==> src/rtl/pong_pkg.sv <==
// Shared geometry, timing constants and state encoding for the Pong game controller.
// Coordinates are widened to 13 bits for every comparison so no sum or difference can wrap.
package pong_pkg;

    localparam int H_RES        = 640;
    localparam int V_RES        = 480;
    localparam int BAR_LEN      = 180;
    localparam int BAR_W        = 20;
    localparam int BALL_SIZE    = 20;
    localparam int BAR_SPEED    = 4;
    localparam int BALL_SPEED   = 2;
    localparam int SERVE_FRAMES = 60;
    localparam int WIN_SCORE    = 9;

    localparam int BALL_X0   = (H_RES - BALL_SIZE) / 2;
    localparam int BALL_Y0   = (V_RES - BALL_SIZE) / 2;
    localparam int BAR_Y0    = (V_RES - BAR_LEN) / 2;
    localparam int BAR_Y_MAX = V_RES - BAR_LEN;

    typedef enum logic [1:0] {
        ST_IDLE  = 2'd0,
        ST_SERVE = 2'd1,
        ST_PLAY  = 2'd2,
        ST_OVER  = 2'd3
    } state_t;

    typedef logic [12:0] coord_t;

    // True when the ball's vertical extent intersects the paddle's vertical extent.
    function automatic logic overlap(input coord_t ball_y, input coord_t bar_y);
        return ((ball_y + coord_t'(BALL_SIZE)) > bar_y) &&
               (ball_y < (bar_y + coord_t'(BAR_LEN)));
    endfunction

endpackage

==> src/rtl/pong_paddle.sv <==
// One paddle: vertical position stepped up or down once per enabled frame,
// saturating at the top and bottom of the screen.
module pong_paddle
    import pong_pkg::*;
(
    input  logic        clk,
    input  logic        rst_n,
    input  logic        en,
    input  logic        up,
    input  logic        down,
    output logic [11:0] y
);

    logic [11:0] y_reg;
    logic [11:0] y_next;
    coord_t      y_ext;

    assign y_ext = {1'b0, y_reg};
    assign y     = y_reg;

    // Pressing both buttons cancels out, same as pressing neither.
    always_comb begin
        y_next = y_reg;
        if (en && up && !down) begin
            if (y_ext < coord_t'(BAR_SPEED)) begin
                y_next = '0;
            end else begin
                y_next = 12'(y_ext - coord_t'(BAR_SPEED));
            end
        end else if (en && down && !up) begin
            if ((y_ext + coord_t'(BAR_SPEED)) > coord_t'(BAR_Y_MAX)) begin
                y_next = 12'(BAR_Y_MAX);
            end else begin
                y_next = 12'(y_ext + coord_t'(BAR_SPEED));
            end
        end
    end

    always_ff @(posedge clk or negedge rst_n) begin
        if (!rst_n) begin
            y_reg <= 12'(BAR_Y0);
        end else begin
            y_reg <= y_next;
        end
    end

endmodule

==> src/rtl/pong_ctrl.sv <==
// Frame-synchronous Pong controller: paddles, ball motion, bounces, scoring and
// the idle/serve/play/over sequencing, all updated once per video frame.
module pong_ctrl
    import pong_pkg::*;
(
    input  logic        in_clock,
    input  logic        in_reset,
    input  logic        in_animate,
    input  logic        in_start,
    input  logic        in_left_up,
    input  logic        in_left_down,
    input  logic        in_right_up,
    input  logic        in_right_down,
    output logic [11:0] out_ball_x,
    output logic [11:0] out_ball_y,
    output logic [11:0] out_left_y,
    output logic [11:0] out_right_y,
    output logic [3:0]  out_score_l,
    output logic [3:0]  out_score_r,
    output logic [1:0]  out_state
);

    localparam coord_t LEFT_CONTACT  = coord_t'(BAR_W + BALL_SPEED);
    localparam coord_t RIGHT_CONTACT = coord_t'(H_RES - BAR_W);
    localparam coord_t RIGHT_LIMIT   = coord_t'(H_RES);
    localparam coord_t BOTTOM_LIMIT  = coord_t'(V_RES);
    localparam coord_t STEP          = coord_t'(BALL_SPEED);
    localparam coord_t SIZE          = coord_t'(BALL_SIZE);

    state_t      state_reg, state_next;
    logic [11:0] ball_x_reg, ball_x_next;
    logic [11:0] ball_y_reg, ball_y_next;
    logic        dir_right_reg, dir_right_next;
    logic        dir_down_reg, dir_down_next;
    logic [3:0]  score_l_reg, score_l_next;
    logic [3:0]  score_r_reg, score_r_next;
    logic [7:0]  serve_cnt_reg, serve_cnt_next;
    logic        animate_q, start_q;

    logic        tick, start_edge, paddle_en;
    logic [1:0]  paddle_up, paddle_down;
    logic [11:0] paddle_y [2];

    coord_t      bx, by, ly, ry;
    logic [11:0] x_play, y_play;
    logic        right_play, down_play;
    logic        point_l, point_r;
    logic [3:0]  score_l_inc, score_r_inc;

    assign tick       = in_animate & ~animate_q;
    assign start_edge = in_start & ~start_q;
    assign paddle_en  = tick && ((state_reg == ST_SERVE) || (state_reg == ST_PLAY));

    assign paddle_up   = {in_right_up,   in_left_up};
    assign paddle_down = {in_right_down, in_left_down};

    // Index 0 is the left paddle, index 1 the right paddle.
    genvar gi;
    generate
        for (gi = 0; gi < 2; gi++) begin : g_paddle
            pong_paddle u_paddle (
                .clk   (in_clock),
                .rst_n (in_reset),
                .en    (paddle_en),
                .up    (paddle_up[gi]),
                .down  (paddle_down[gi]),
                .y     (paddle_y[gi])
            );
        end
    endgenerate

    assign bx = {1'b0, ball_x_reg};
    assign by = {1'b0, ball_y_reg};
    assign ly = {1'b0, paddle_y[0]};
    assign ry = {1'b0, paddle_y[1]};

    // Candidate ball motion for a play tick; both axes use pre-update positions.
    always_comb begin
        y_play     = ball_y_reg;
        down_play  = dir_down_reg;
        x_play     = ball_x_reg;
        right_play = dir_right_reg;
        point_l    = 1'b0;
        point_r    = 1'b0;

        if (!dir_down_reg) begin
            if (by < STEP) begin
                y_play    = '0;
                down_play = 1'b1;
            end else begin
                y_play = 12'(by - STEP);
            end
        end else begin
            if ((by + SIZE + STEP) > BOTTOM_LIMIT) begin
                y_play    = 12'(V_RES - BALL_SIZE);
                down_play = 1'b0;
            end else begin
                y_play = 12'(by + STEP);
            end
        end

        if (!dir_right_reg) begin
            if ((bx < LEFT_CONTACT) && overlap(by, ly)) begin
                x_play     = 12'(BAR_W);
                right_play = 1'b1;
            end else if ((bx < LEFT_CONTACT) && (bx < STEP)) begin
                point_r = 1'b1;
            end else begin
                x_play = 12'(bx - STEP);
            end
        end else begin
            if (((bx + SIZE + STEP) > RIGHT_CONTACT) && overlap(by, ry)) begin
                x_play     = 12'(H_RES - BAR_W - BALL_SIZE);
                right_play = 1'b0;
            end else if ((bx + SIZE + STEP) > RIGHT_LIMIT) begin
                point_l = 1'b1;
            end else begin
                x_play = 12'(bx + STEP);
            end
        end
    end

    assign score_l_inc = score_l_reg + 4'd1;
    assign score_r_inc = score_r_reg + 4'd1;

    always_comb begin
        state_next     = state_reg;
        ball_x_next    = ball_x_reg;
        ball_y_next    = ball_y_reg;
        dir_right_next = dir_right_reg;
        dir_down_next  = dir_down_reg;
        score_l_next   = score_l_reg;
        score_r_next   = score_r_reg;
        serve_cnt_next = serve_cnt_reg;

        unique case (state_reg)
            ST_IDLE: begin
                ball_x_next = 12'(BALL_X0);
                ball_y_next = 12'(BALL_Y0);
                if (start_edge) begin
                    state_next     = ST_SERVE;
                    serve_cnt_next = 8'(SERVE_FRAMES);
                end
            end
            ST_SERVE: begin
                ball_x_next = 12'(BALL_X0);
                ball_y_next = 12'(BALL_Y0);
                if (tick) begin
                    serve_cnt_next = serve_cnt_reg - 8'd1;
                    if (serve_cnt_reg == 8'd1) begin
                        state_next = ST_PLAY;
                    end
                end
            end
            ST_PLAY: begin
                if (tick) begin
                    if (point_l) begin
                        score_l_next = score_l_inc;
                        if (score_l_inc == 4'(WIN_SCORE)) begin
                            state_next = ST_OVER;
                        end else begin
                            state_next     = ST_SERVE;
                            serve_cnt_next = 8'(SERVE_FRAMES);
                            ball_x_next    = 12'(BALL_X0);
                            ball_y_next    = 12'(BALL_Y0);
                            dir_right_next = 1'b1;
                        end
                    end else if (point_r) begin
                        score_r_next = score_r_inc;
                        if (score_r_inc == 4'(WIN_SCORE)) begin
                            state_next = ST_OVER;
                        end else begin
                            state_next     = ST_SERVE;
                            serve_cnt_next = 8'(SERVE_FRAMES);
                            ball_x_next    = 12'(BALL_X0);
                            ball_y_next    = 12'(BALL_Y0);
                            dir_right_next = 1'b0;
                        end
                    end else begin
                        ball_x_next    = x_play;
                        ball_y_next    = y_play;
                        dir_right_next = right_play;
                        dir_down_next  = down_play;
                    end
                end
            end
            ST_OVER: begin
                if (start_edge) begin
                    state_next     = ST_SERVE;
                    serve_cnt_next = 8'(SERVE_FRAMES);
                    score_l_next   = '0;
                    score_r_next   = '0;
                    ball_x_next    = 12'(BALL_X0);
                    ball_y_next    = 12'(BALL_Y0);
                end
            end
            default: ;
        endcase
    end

    always_ff @(posedge in_clock or negedge in_reset) begin
        if (!in_reset) begin
            state_reg     <= ST_IDLE;
            ball_x_reg    <= 12'(BALL_X0);
            ball_y_reg    <= 12'(BALL_Y0);
            dir_right_reg <= 1'b1;
            dir_down_reg  <= 1'b1;
            score_l_reg   <= '0;
            score_r_reg   <= '0;
            serve_cnt_reg <= '0;
            animate_q     <= 1'b0;
            start_q       <= 1'b0;
        end else begin
            state_reg     <= state_next;
            ball_x_reg    <= ball_x_next;
            ball_y_reg    <= ball_y_next;
            dir_right_reg <= dir_right_next;
            dir_down_reg  <= dir_down_next;
            score_l_reg   <= score_l_next;
            score_r_reg   <= score_r_next;
            serve_cnt_reg <= serve_cnt_next;
            animate_q     <= in_animate;
            start_q       <= in_start;
        end
    end

    assign out_ball_x  = ball_x_reg;
    assign out_ball_y  = ball_y_reg;
    assign out_left_y  = paddle_y[0];
    assign out_right_y = paddle_y[1];
    assign out_score_l = score_l_reg;
    assign out_score_r = score_r_reg;
    assign out_state   = state_reg;

endmodule

==> config.mk <==
export PLATFORM = sky130hd
export DESIGN_NAME = pong_ctrl
export DESIGN_NICKNAME = d
export VERILOG_FILES = /design/src/rtl/pong_pkg.sv /design/src/rtl/pong_paddle.sv /design/src/rtl/pong_ctrl.sv
export SDC_FILE = /design/constraint.sdc
export NUM_CORES = 1
export LEC_CHECK = 0
export ABC_CLOCK_PERIOD_IN_PS = 5500
export BUFFER_PORTS_ARGS = -buffer_cell sky130_fd_sc_hd__buf_4
export CORE_ASPECT_RATIO = 1.1
export CORE_UTILIZATION = 49
export DETAILED_ROUTE_END_ITERATION = 8
export PLACE_DENSITY = 0.68
export SYNTH_ARGS = -nofsm -noshare
export SYNTH_HDL_FRONTEND = slang
export SYNTH_HIERARCHICAL = 1
export SYNTH_SLANG_ARGS = --single-unit
==> constraint.sdc <==
create_clock -name in_clock -period 5.5 [get_ports in_clock]
set_input_delay 1.1 -clock in_clock [delete_from_list [all_inputs] [get_ports in_clock]]
set_output_delay 1.1 -clock in_clock [all_outputs]
set_load 0.05 [all_outputs]
==> Yosys cells after proc, flatten, opt, wreduce, memory -nomap -nowiden <==
Index checks and enable logic that the tools add are counted.
{ "word_totals": {"register_bits": 70, "out_inout_bits": 58} }
{ "op_classes": {"n_mux": 71, "reduce_logical": 33, "order_cmp": 14, "bitwise_logic": 6, "addsub": 17, "eq_ne": 22} }
{ "op_table": {"columns": ["op", "n"], "rows": [
  ["$mux 12", 28],
  ["$pmux 12 s3", 2],
  ["$mux 8", 7],
  ["$gt 13x9->1 const B", 3],
  ["$add 12x3->13 const B", 2],
  ["$add 12x5->13 const B", 2],
  ["$add 12x8->13 const B", 2],
  ["$add 13x2->13 const B", 2],
  ["$gt 13x10->1 const B", 2],
  ["$gt 13x12->1", 2],
  ["$lt 12x13->1", 2],
  ["$add 12x2->12 const B", 2],
  ["$lt 12x2->1 const B", 2],
  ["$lt 12x3->1 const B", 2],
  ["$mux 4", 6],
  ["$pmux 8 s3", 1],
  ["$sub 12x2->12 const B", 2],
  ["$sub 12x3->12 const B", 2],
  ["$mux 1", 16],
  ["$mux 2", 8],
  ["$pmux 4 s2", 2],
  ["$reduce_and 4->1", 4],
  ["$logic_and 1x1->1", 14],
  ["$ne 2x2->1 const B", 7],
  ["other kinds (21)", 41]
]} }

==> Longest topological paths before layout <==
Gate-level depths: netlist (run 1).
{ "logic_depth": {"word_depth": 10, "depth_mapped": 17} }

==> Hierarchy <==
The synthesis (run 1) kept the hierarchy.
{ "by_module_without_submodules": {"columns": ["mod", "area_per_inst_um2", "instances", "cells_each"], "rows": [
  ["pong_ctrl", 5136.2, 1, 663],
  ["pong_paddle at g_paddle[0].u_paddle", 1069.8, 1, 121],
  ["pong_paddle at g_paddle[1].u_paddle", 1021.0, 1, 132]
]} }

==> Worst setup path before layout (run 1) <==
OpenSTA, ideal clock, no wires.
{ "synth_timing": {"kind": "flip-flop to flip-flop", "from": "reg ball_y_reg[6], in the netlist out_ball_y[6]", "to": "reg ball_x_reg[11], in the netlist out_ball_x[11]", "setup_ns": 0.129, "arrival_time_ns": 3.897, "period_less_slack_ns": 4.026, "path_stages_with_launch": 18, "path_slack_ns": 1.474, "path_buffers": 4, "cell_sequence": "dfstp_2 > clkbuf_1 > nand2_1 > nor3_1 > xnor2_1 > inv_1 > ha_1 > nand4_1 > a2111oi_0 > nor3_1 > or4_1 > buf_2 > nand3_1 > a41oi_1 > buf_2 > buf_2 > o21ai_0 > o31ai_1"} }
{ "synth_via": {"elab_chain_len": 10} }
{ "synth_rtl": {"columns": ["element", "line", "source"], "rows": [
  ["start, declared", "pong_ctrl.sv:32", "logic [11:0] ball_y_reg, ball_y_next;"],
  ["start signal, assigned", "pong_ctrl.sv:205", "ball_y_reg <= 12'(BALL_Y0);"],
  ["start signal, assigned", "pong_ctrl.sv:216", "ball_y_reg <= ball_y_next;"],
  ["$add 12x5->13", "pong_pkg.sv:31", "return ((ball_y + coord_t'(BALL_SIZE)) > bar_y) &&"],
  ["$gt 13x12->1", "pong_pkg.sv:31", null],
  ["$logic_and 1x1->1", "pong_pkg.sv:31", null],
  ["$logic_and 1x1->1, on equally long branches", "pong_ctrl.sv:103, pong_ctrl.sv:112", null],
  ["$mux 12, or another cell as far along", "pong_ctrl.sv:103", "if ((bx < LEFT_CONTACT) && overlap(by, ly)) begin"],
  ["$mux 12 or $mux 1 (tied branches)", "pong_ctrl.sv:102", "if (!dir_right_reg) begin"],
  ["$mux 12", "pong_ctrl.sv:168", "end else if (point_r) begin"],
  ["$mux 12", "pong_ctrl.sv:157", "if (point_l) begin"],
  ["$mux 12", "pong_ctrl.sv:156", "if (tick) begin"],
  ["$pmux 12 s3", "pong_ctrl.sv:136", "unique case (state_reg)"],
  ["end signal, assigned", "pong_ctrl.sv:204", "ball_x_reg <= 12'(BALL_X0);"],
  ["end signal, assigned", "pong_ctrl.sv:215", "ball_x_reg <= ball_x_next;"],
  ["end, declared", "pong_ctrl.sv:31", "logic [11:0] ball_x_reg, ball_x_next;"]
]} }
Parallel ways exist; a longest one is shown, timed or not. The select of a mux whose other input is x is not followed.
A chain may end at the register's enable or synchronous reset.

==> Worst setup path in the final report (run 1) <==
{ "layout_timing": {"from": "reg ball_y_reg[4], in the netlist out_ball_y[4]", "to": "reg ball_y_reg[9], in the netlist out_ball_y[9]"} }
{ "layout_via": {"elab_chain_len": 10} }
{ "layout_rtl": {"columns": ["element"], "rows": [
  ["parallel branches: the longest is 10 deep, another holds $add 12x5->13"]
]} }
Several ways; the timed one is not identified. The select of a mux whose other input is x is not followed.

==> run_results.csv, run 1 <==
group,metric,value,unit
cts,clock_sinks,66,
cts,cts_setup_buffers,0,
global_routing,grt-ovfl-total,0,
logic_synthesis,netlist.area_leader.share,0.159,
power_and_ir_drop,power_density,464,mW/mm^2
die,rows,46,
place,port-buffer-count,61,
logic_synthesis,synth_warnings,6,
sta,worst_pin_slew,0.927,ns
drt,wirelength,20000,um
place,post-dp-hpwl,14600,um
run,maxCapViolCount,0,
drt,firstDrtPassIters,5,
global_routing,track_usage,0.269,
worst_setup_path,worstSetupStartpoint,"out_ball_y[4]",
logic_synthesis,synthTopCellsByArea,"dfrtp_1 16%, ha_1 12%, dfstp_2 7.3%",
power_and_ir_drop,p_leak,3.46,nW
finish,multi_input_area,0.00504,mm^2
sta,rsz0062_at_grt,"false",
drt,wl_per_cell,17.5,um
sta,finClkSkew,0.00763,ns
sta,max_slew_margin,0.382,
worst_setup_path,rr_endpoint,"out_ball_y[9]",
drt,drc,0,
die,die_h,129,um
global_routing,antenna_found_initial,0,
worst_setup_path,crit_arrival,4.98,ns
sta,fmax,212,MHz
drt,drt_iter0_drc,527,
sta,post-route-period-util,0.859,
sta,setup_slack,0.776,ns
sta,setup_violations,0,
finish,nNetsFinal,1022,
global_routing,first_global_vias,6515,
worst_hold_path,min-delay-start,"g_paddle[1].u_paddle/y[1]",
cts,h-tree-depth,3,
status,outcome,"complete, no violations",
finish,antenna_cells,0,
worst_hold_path,hold_path.class,"flip-flop to flip-flop",
cts,tritoncts,"yes",
logic_synthesis,syn_area,0.00723,mm^2
sta,maxSlewViolCount,0,
cts,clkTransAtPathRegs,0.06,ns
worst_hold_path,hold_end,"g_paddle[1].u_paddle/y[1]",
cts,worstSkewPairLatency,0.35,ns
cts,numCtsBuffers,9,
cts,cts_root_buf,"clkbuf_16",
drt,vias,7097,
worst_setup_path,rrSetupSlack,0.78,ns
die,coreArea,0.0144,mm^2
sta,final-hold-violation-count,0,
sta,tns,0,ns
drt,via_per_inst,6.22,
die,start_util,0.502,
die,design.die.area,0.0152,mm^2
logic_synthesis,yosysTopAreaCell,"dfrtp_1",
worst_setup_path,rr_startpoint,"out_ball_y[4]",
cts,cts.hold.buffers_added,0,
die,io_pins,66,
power_and_ir_drop,ir_drop,0.256,mV
logic_synthesis,synth_ff_type,"dfrtp_1",
worst_hold_path,hold-path-cell-count,1,
worst_setup_path,cp-end-kind,"flip-flop",
finish,drive_above_1_share,0.140,
logic_synthesis,yosysSeqAreaShare,0.232,
logic_synthesis,syn_inst,916,
drt,ant_nets,0,
logic_synthesis,synth-edff-count,0,
logic_synthesis,ys_seq_elements,66,
finish,largest_reg_flops,22,
logic_synthesis,yosysMostFrequentCell,"nor2_1",
global_routing,grt_max_degree,67,
worst_setup_path,cp_max_fo,15,
logic_synthesis,syn_area_per_cell,7.89,um^2
cts,clockBufferDepth,2,
worst_setup_path,start_kind,"flip-flop",
worst_setup_path,reg2regPathDepth,13,
place,gp_congestion,0.882,
logic_synthesis,synth-async-reset-ratio,1.00,
global_routing,grt_first_pass_wirelength,32900,um
sta,fin_crit,4.72,ns
finish,area_delta_synth_final,9.95,%
logic_synthesis,yosysUniqueCellTypes,94,
logic_synthesis,synth_common_cells,"79 x nor2_1, 70 x ha_1, 65 x nand2_1, 63 x inv_1, 61 x a21oi_1",
die,die_w,118,um
cts,cts-resized-gates,0,
finish,seq_area,0.00168,mm^2
worst_setup_path,worstSetupPathType,"flip-flop to flip-flop",
place,dp_slack,0.935,ns
finish,nFillCells,1402,
worst_setup_path,worstPathRequired,5.75,ns
-- cell type report --
| cell class | count | share of cell area |
|---|---|---|
| Sequential cell | 66 | 0.211 |
| Tap cell | 192 | 0.0302 |
| Inverter | 63 | 0.0298 |
| Multi-Input combinational cell | 740 | 0.635 |
| Timing Repair Buffer | 64 | 0.0605 |
| Clock buffer | 10 | 0.0288 |
| Clock inverter | 6 | 0.00520 |
-- worst max-delay path, stage by stage, from the launching register on --
cell       delay [ns]
dfrtp_1          0.56
a21oi_1          0.48
nor3_1           0.14
xnor2_1          0.28
inv_1            0.14
ha_1             0.33
nand4_1          0.14
a2111oi_0        0.37
nor3_1           0.11
or4_1            0.69
nand3_1          0.28
a41oi_2          0.40
or4_1            0.61
o211ai_1         0.10
-- worst max-delay path by stage --
stage / endpoint / cells after the start
final: out_ball_y[9] / 13
after global routing: out_ball_y[9] / 13
after CTS: out_ball_y[9] / 13
after detailed placement: out_ball_y[9] / 13
after global placement: out_ball_y[9] / 12
after floorplan: out_ball_x[11] / 17
-- per-layer routing --
layer  track usage  vias up  routed length, um
met2         0.443      254               9440
li1              -     3462                  -
met4         0.109        0                518
met1         0.354     3343               8890
met3        0.0405       38               1180
met5             0        -                  0
-- stage by stage --
| stage | area (um^2) | hold slack [ns] | total power (W) | util | instances |
|---|---|---|---|---|---|
| after floorplan | 7230 | 0.465 | 0.00258 | - | 917 |
| after global placement | 7680 | 0.471 | 0.00310 | 0.533 | 1125 |
| after detailed placement | 7680 | 0.470 | 0.00312 | 0.533 | 1125 |
| after CTS | 7950 | 0.480 | 0.00368 | 0.552 | 1141 |
| after global routing | 7950 | 0.495 | 0.00399 | 0.552 | 1141 |
| final | 7950 | 0.477 | 0.00368 | 0.552 | 1141 |
-- kinds of logic after synthesis --
group / Yosys count / synth area share
multiplexers: 6 / 0.00831
adder cells (fa/ha/maj): 70 / 0.121
other: 3 / 0.00156
AND/OR/NAND/NOR: 343 / 0.257
AO/OA/AOI/OAI: 278 / 0.261
buffers and inverters: 111 / 0.0718
XOR/XNOR: 39 / 0.0473
flip-flops: 66 / 0.232
-- cells in the final DEF (no fill, tap or decap), types with 4 or more instances in the layout --
cell type,synthesis,layout
conb_1,3,4
o2111ai_1,5,5
a31oi_1,15,15
dfrtp_1,46,46
nor4_1,15,15
o21a_1,10,10
clkbuf_16,0,9
nand4_1,18,18
nor3b_1,5,5
or4_1,4,4
inv_1,63,63
a22o_1,6,6
ha_1,70,70
a211oi_1,16,16
a211o_1,4,4
dfstp_2,20,20
nand3b_1,7,7
or2_2,4,4
xor2_1,8,8
nor2_1,79,79
and4_1,5,5
mux2i_1,6,6
a21o_1,15,15
xnor2_1,31,31
and3_1,13,13
and2_1,8,8
nor3_1,26,26
a21oi_1,61,61
o21ai_1,5,5
o31ai_1,9,9
o22ai_1,10,10
nand2b_1,13,13
buf_4,8,64
or3_1,12,12
o2bb2ai_1,4,4
nand2_1,65,65
nand3_1,26,26
a311oi_1,5,5
nor2b_1,15,15
o21ai_0,57,57
-- power breakdown --
| part | switching, W | internal [W] | leakage, nW |
|---|---|---|---|
| Combinational | 0.00134 | 0.000839 | 2.57 |
| Clock | 0.000241 | 0.000305 | 0.125 |
| Sequential | 0.000344 | 0.000616 | 0.772 |
(Power assumes the default switching activity.)
==> run 2, diff against run 1 <==
- MAX_ROUTING_LAYER: not set -> met4
==> run 2 against run 1 <==
  * Critical endpoint unchanged
  * Clock-buffer cell count stayed put
  * Combinational power increased by 2%
  * Non-clock buffer count is 2 higher
  * Register-to-register slack improved by 0.02 ns
  * Sequential power down 2.5%
  * First-iteration DRC count increased by 1.3%
  * Clock skew is 0.0013 ns lower
  * Global-route usage up 1.1 points
  * Sequential cell count unchanged
  * Clock power increased by 22%
  * Cell count is 0.18% higher
  * Sequential share of layout area shrank 0.21 points
==> run_results.csv, run 2 (synthesis results as in run 1) <==
group,metric,value,unit
cts,clkTransAtPathRegs,0.06,ns
drt,wirelength,20300,um
global_routing,grt_max_degree,67,
global_routing,grt-ovfl-total,0,
global_routing,grt_first_pass_wirelength,32900,um
sta,rsz0062_at_grt,"false",
cts,h-tree-depth,3,
cts,cts-resized-gates,0,
drt,vias,7117,
worst_setup_path,crit_arrival,4.97,ns
place,gp_congestion,0.929,
run,maxCapViolCount,0,
sta,final-hold-violation-count,0,
global_routing,antenna_found_initial,0,
place,dp_slack,0.925,ns
drt,wl_per_cell,17.7,um
global_routing,first_global_vias,6401,
finish,nNetsFinal,1024,
die,start_util,0.502,
place,port-buffer-count,61,
finish,antenna_cells,0,
finish,area_delta_synth_final,11.0,%
finish,nFillCells,1383,
finish,final_common_cell,"nor2_1",
drt,drt_iter0_drc,534,
global_routing,track_usage,0.280,
cts,cts.hold.buffers_added,0,
die,die_h,129,um
drt,ant_nets,0,
worst_setup_path,rrSetupSlack,0.80,ns
power_and_ir_drop,ir_drop,0.249,mV
sta,finClkSkew,0.00629,ns
sta,setup_violations,0,
finish,largest_reg_flops,22,
cts,tritoncts,"yes",
drt,via_per_inst,6.23,
cts,worstSkewPairLatency,0.36,ns
sta,worst_pin_slew,0.918,ns
sta,max_slew_margin,0.388,
worst_setup_path,cp_max_fo,15,
die,io_pins,66,
sta,hold_slack,0.496,ns
sta,setup_slack,0.799,ns
sta,maxSlewViolCount,0,
sta,fin_crit,4.70,ns
worst_hold_path,hold_path.class,"flip-flop to flip-flop",
worst_setup_path,worstPathRequired,5.77,ns
status,outcome,"complete, no violations",
drt,drc,0,
die,rows,46,
finish,final_cell_mix,"79 x nor2_1, 70 x ha_1, 66 x buf_4",
die,die_w,118,um
cts,clockBufferDepth,2,
sta,tns,0,ns
place,post-dp-hpwl,14800,um
cts,numCtsBuffers,9,
worst_setup_path,start_kind,"flip-flop",
worst_setup_path,cp-end-kind,"flip-flop",
die,coreArea,0.0144,mm^2
power_and_ir_drop,power_density,477,mW/mm^2
die,design.die.area,0.0152,mm^2
cts,clock_sinks,66,
sta,fmax,213,MHz
drt,firstDrtPassIters,5,
finish,drive_above_1_share,0.143,
cts,cts_root_buf,"clkbuf_16",
cts,cts_setup_buffers,0,
worst_setup_path,worstSetupPathType,"flip-flop to flip-flop",
sta,post-route-period-util,0.855,
power_and_ir_drop,p_leak,3.51,nW
## run 2: changes by cell type in the layout (fill, tap and decap cells not counted), sizes merged
cell / change
bufinv: +2
inv: +2
clkinvlp: -3
clkinv: -1
buf: +2
## run 2: worst paths after layout
kind                                                start                         to  cells after the start
worst max-delay path                        out_ball_y[3]              out_ball_y[9]                     13
worst min-delay path            g_paddle[1].u_paddle/y[1]  g_paddle[1].u_paddle/y[1]                      1
worst max register to register              out_ball_y[3]              out_ball_y[9]                     13
worst min register to register  g_paddle[1].u_paddle/y[1]  g_paddle[1].u_paddle/y[1]                      1
max in group asynchronous                        in_reset             out_score_l[2]                      1
min in group asynchronous                        in_reset  g_paddle[0].u_paddle/y[5]                      1
## run 2: stage by stage
step | cell area, um^2 | util | total power (W) | std cells
after floorplan | 7230 | - | 0.00258 | 917
after global placement | 7690 | 0.535 | 0.00312 | 1127
after detailed placement | 7690 | 0.535 | 0.00315 | 1127
after CTS | 8030 | 0.558 | 0.00383 | 1143
after global routing | 8030 | 0.558 | 0.00414 | 1143
final | 8030 | 0.558 | 0.00383 | 1143
## run 2: cell type report
cell class	instances	area, um^2	area share
tap	192	240	0.0299
multi-input combinational	740	5040	0.628
timing repair buffer	66	495	0.0617
sequential	66	1680	0.209
clock buffer	10	239	0.0298
clock inverter	6	95.1	0.0118
inverter	63	236	0.0295
## run 2: power breakdown
| group | internal (W) | switching, W | leakage, nW |
|---|---|---|---|
| combinational | 0.000853 | 0.00138 | 2.57 |
| clock | 0.000415 | 0.000251 | 0.164 |
| sequential | 0.000616 | 0.000320 | 0.772 |
## run 2: per-layer routing
| layer | wire (um) | share of wire | up-vias | track usage |
|---|---|---|---|---|
| met5 | 0 | 0 | - | - |
| met4 | 480 | 0.024 | 0 | 0.106 |
| met3 | 972 | 0.048 | 39 | 0.0374 |
| met2 | 9500 | 0.47 | 225 | 0.449 |
| met1 | 9300 | 0.46 | 3399 | 0.360 |
| li1 | - | - | 3454 | - |
## run 2: critical path: stages (launching register included)
cell       delay, ns
dfrtp_1         0.54
a21oi_1         0.51
nor3_1          0.15
xnor2_1         0.27
inv_1           0.14
ha_1            0.31
nand4_1         0.12
a2111oi_0       0.39
nor3_1          0.12
or4_1           0.69
nand3_1         0.27
a41oi_2         0.40
or4_1           0.61
o211ai_1        0.09
==> run 3, diff against run 2 <==
- SYNTH_HIERARCHICAL: 1 -> not set
==> run 3 against run 2 <==
  * Core utilization is 0.82 points higher
  * Hold slack lost 0.0025 ns
  * Critical path depth shrank 2
  * Critical path type unchanged
  * Largest cell class unchanged
==> run_results.csv, run 3 <==
group,metric,value,unit
status,outcome,"complete, no violations",
place,post-dp-hpwl,14800,um
sta,tns,0,ns
cts,cts-resized-gates,0,
die,rows,45,
drt,ant_nets,0,
finish,final_cell_mix,"76 x nand2_1, 68 x ha_1, 63 x buf_4",
cts,h-tree-depth,3,
finish,nNetsFinal,994,
global_routing,antenna_found_initial,0,
power_and_ir_drop,ir_drop,0.244,mV
finish,final_cells,1111,
finish,nFillCells,1314,
worst_setup_path,start_kind,"flip-flop",
logic_synthesis,yosysTopAreaCell,"dfrtp_1",
worst_setup_path,cp_max_fo,22,
die,start_util,0.511,
worst_setup_path,cp-end-kind,"flip-flop",
logic_synthesis,synth_warnings,0,
worst_setup_path,worstPathRequired,5.74,ns
drt,wl_per_cell,18.1,um
power_and_ir_drop,power_density,492,mW/mm^2
die,die_w,117,um
die,design.die.area,0.0151,mm^2
logic_synthesis,yosysSeqAreaShare,0.234,
sta,setup_slack,1.06,ns
sta,maxSlewViolCount,0,
drt,drt_iter0_drc,732,
logic_synthesis,synth_common_cells,"76 x nand2_1, 68 x ha_1, 58 x o21ai_0, 55 x a21oi_1, 55 x inv_1",
power_and_ir_drop,cellInternalPower,0.00184,W
logic_synthesis,yosysUniqueCellTypes,94,
logic_synthesis,syn_inst,893,
finish,area_delta_synth_final,10.7,%
cts,cts.hold.buffers_added,0,
die,io_pins,66,
power_and_ir_drop,p_clk_frac,0.155,
place,dp_slack,1.11,ns
drt,vias,7110,
drt,firstDrtPassIters,5,
place,port-buffer-count,61,
logic_synthesis,synth_ff_type,"dfrtp_1",
cts,cts_setup_buffers,0,
sta,fmax,225,MHz
sta,rsz0062_at_grt,"false",
logic_synthesis,netlist.area_leader.share,0.161,
sta,max_slew_margin,0.358,
cts,clock_sinks,66,
cts,clkTransAtPathRegs,0.06,ns
power_and_ir_drop,p_leak,3.31,nW
cts,numCtsBuffers,9,
sta,fin_crit,4.44,ns
global_routing,grt_first_pass_wirelength,32700,um
place,gp_congestion,0.968,
logic_synthesis,synth-async-reset-ratio,1.00,
sta,worst_pin_slew,0.961,ns
drt,via_per_inst,6.40,
cts,worstSkewPairLatency,0.35,ns
drt,drc,0,
cts,cts_root_buf,"clkbuf_16",
die,coreArea,0.0140,mm^2
global_routing,track_usage,0.278,
finish,final_common_cell,"nand2_1",
logic_synthesis,synthTopCellsByArea,"dfrtp_1 16%, ha_1 12%, dfstp_2 7.3%",
run,maxCapViolCount,0,
global_routing,first_global_vias,6409,
logic_synthesis,ys_seq_elements,66,
worst_setup_path,crit_arrival,4.68,ns
logic_synthesis,syn_area_per_cell,8.02,um^2
global_routing,grt-ovfl-total,0,
power_and_ir_drop,p_sw,0.00207,W
drt,wirelength,20100,um
worst_hold_path,hold_path.class,"flip-flop to flip-flop",
place,placed_cells,1095,
sta,final-hold-violation-count,0,
cts,clockBufferDepth,2,
finish,largest_reg_flops,22,
logic_synthesis,synth-edff-count,0,
finish,drive_above_1_share,0.144,
sta,setup_violations,0,
logic_synthesis,yosysMostFrequentCell,"nand2_1",
power_and_ir_drop,seqPwrFrac,0.234,
finish,antenna_cells,0,
sta,finClkSkew,0.0100,ns
die,die_h,129,um
logic_synthesis,syn_area,0.00717,mm^2
cts,tritoncts,"yes",
sta,post-route-period-util,0.807,
worst_setup_path,worstSetupPathType,"flip-flop to flip-flop",
global_routing,grt_max_degree,67,
power_and_ir_drop,comb_power_share,0.610,
power_and_ir_drop,netSwitchingFraction,0.530,
-- run 3: power by group through the flow --
stage	Combinational, W	Clock, W	Sequential [W]
2_1_floorplan	0.00161	0	0.00104
3_3_place_gp	0.00235	0	0.000918
3_5_place_dp	0.00235	0	0.000913
4_1_cts	0.00236	0.000615	0.000906
5_1_grt	0.00260	0.000634	0.000943
6_report	0.00238	0.000606	0.000914
-- run 3: area by class of cell --
type                            count  area (um^2)  area share
Clock buffer                        9          225      0.0284
Inverter                           59          221      0.0279
Clock inverter                      7         77.6     0.00978
Timing Repair Buffer               63          473      0.0596
Sequential cell                    66         1680       0.211
Multi-Input combinational cell    719         5020       0.633
Tap cell                          188          235      0.0296
-- run 3: routing by layer --
layer | share of wire | vias up | wire (um) | track usage
met1 | 0.45 | 3351 | 9030 | 0.355
met4 | 0.030 | 0 | 599 | 0.116
li1 | - | 3429 | - | -
met3 | 0.057 | 39 | 1150 | 0.0319
met2 | 0.46 | 291 | 9290 | 0.447
met5 | 0 | - | 0 | -
-- run 3: cell families after synthesis --
| logic type | share of synthesized area |
|---|---|
| DFF | 0.234 |
| and+or+nand+nor | 0.223 |
| muxes | 0.0166 |
| AOI/OAI and AO/OA | 0.295 |
| adders and majority gates | 0.119 |
| xor gates and xnor gates | 0.0440 |
| other | 0.000523 |
| buffers and inverters | 0.0688 |
-- run 3: stage by stage --
stage           util  hold slack, ns  total power [W]  instance area (um^2)
2_1_floorplan      -           0.457          0.00265                  7180
4_1_cts        0.566           0.494          0.00388                  7930
5_1_grt        0.566           0.499          0.00418                  7930
3_5_place_dp   0.544           0.479          0.00326                  7630
6_report       0.566           0.493          0.00390                  7930
3_3_place_gp   0.544           0.478          0.00327                  7630
-- run 3: final timing paths --
kind	slack (ns)	start	depth (start not counted)	to
max in group asynchronous	4.04	in_reset	1	g_paddle[1].u_paddle.y[5]
min in group asynchronous	0.84	in_reset	1	g_paddle[0].u_paddle.y[6]
worst max-delay path	1.06	out_ball_y[3]	11	out_ball_y[8]
worst max register to register	1.06	out_ball_y[3]	11	out_ball_y[8]
worst min register to register	0.49	serve_cnt_reg[6]	1	serve_cnt_reg[6]
worst min-delay path	0.49	serve_cnt_reg[6]	1	serve_cnt_reg[6]
-- run 3: critical path, cell delays in order (launching register included) --
cell      delay (ns)
dfrtp_1         0.64
a21oi_1         0.26
or4_1           0.54
xnor2_1         0.18
ha_1            0.35
nand3_1         0.09
and3_1          0.19
o31ai_1         0.48
o311ai_4        0.42
and4_1          0.48
nor2_4          0.34
mux2_4          0.33
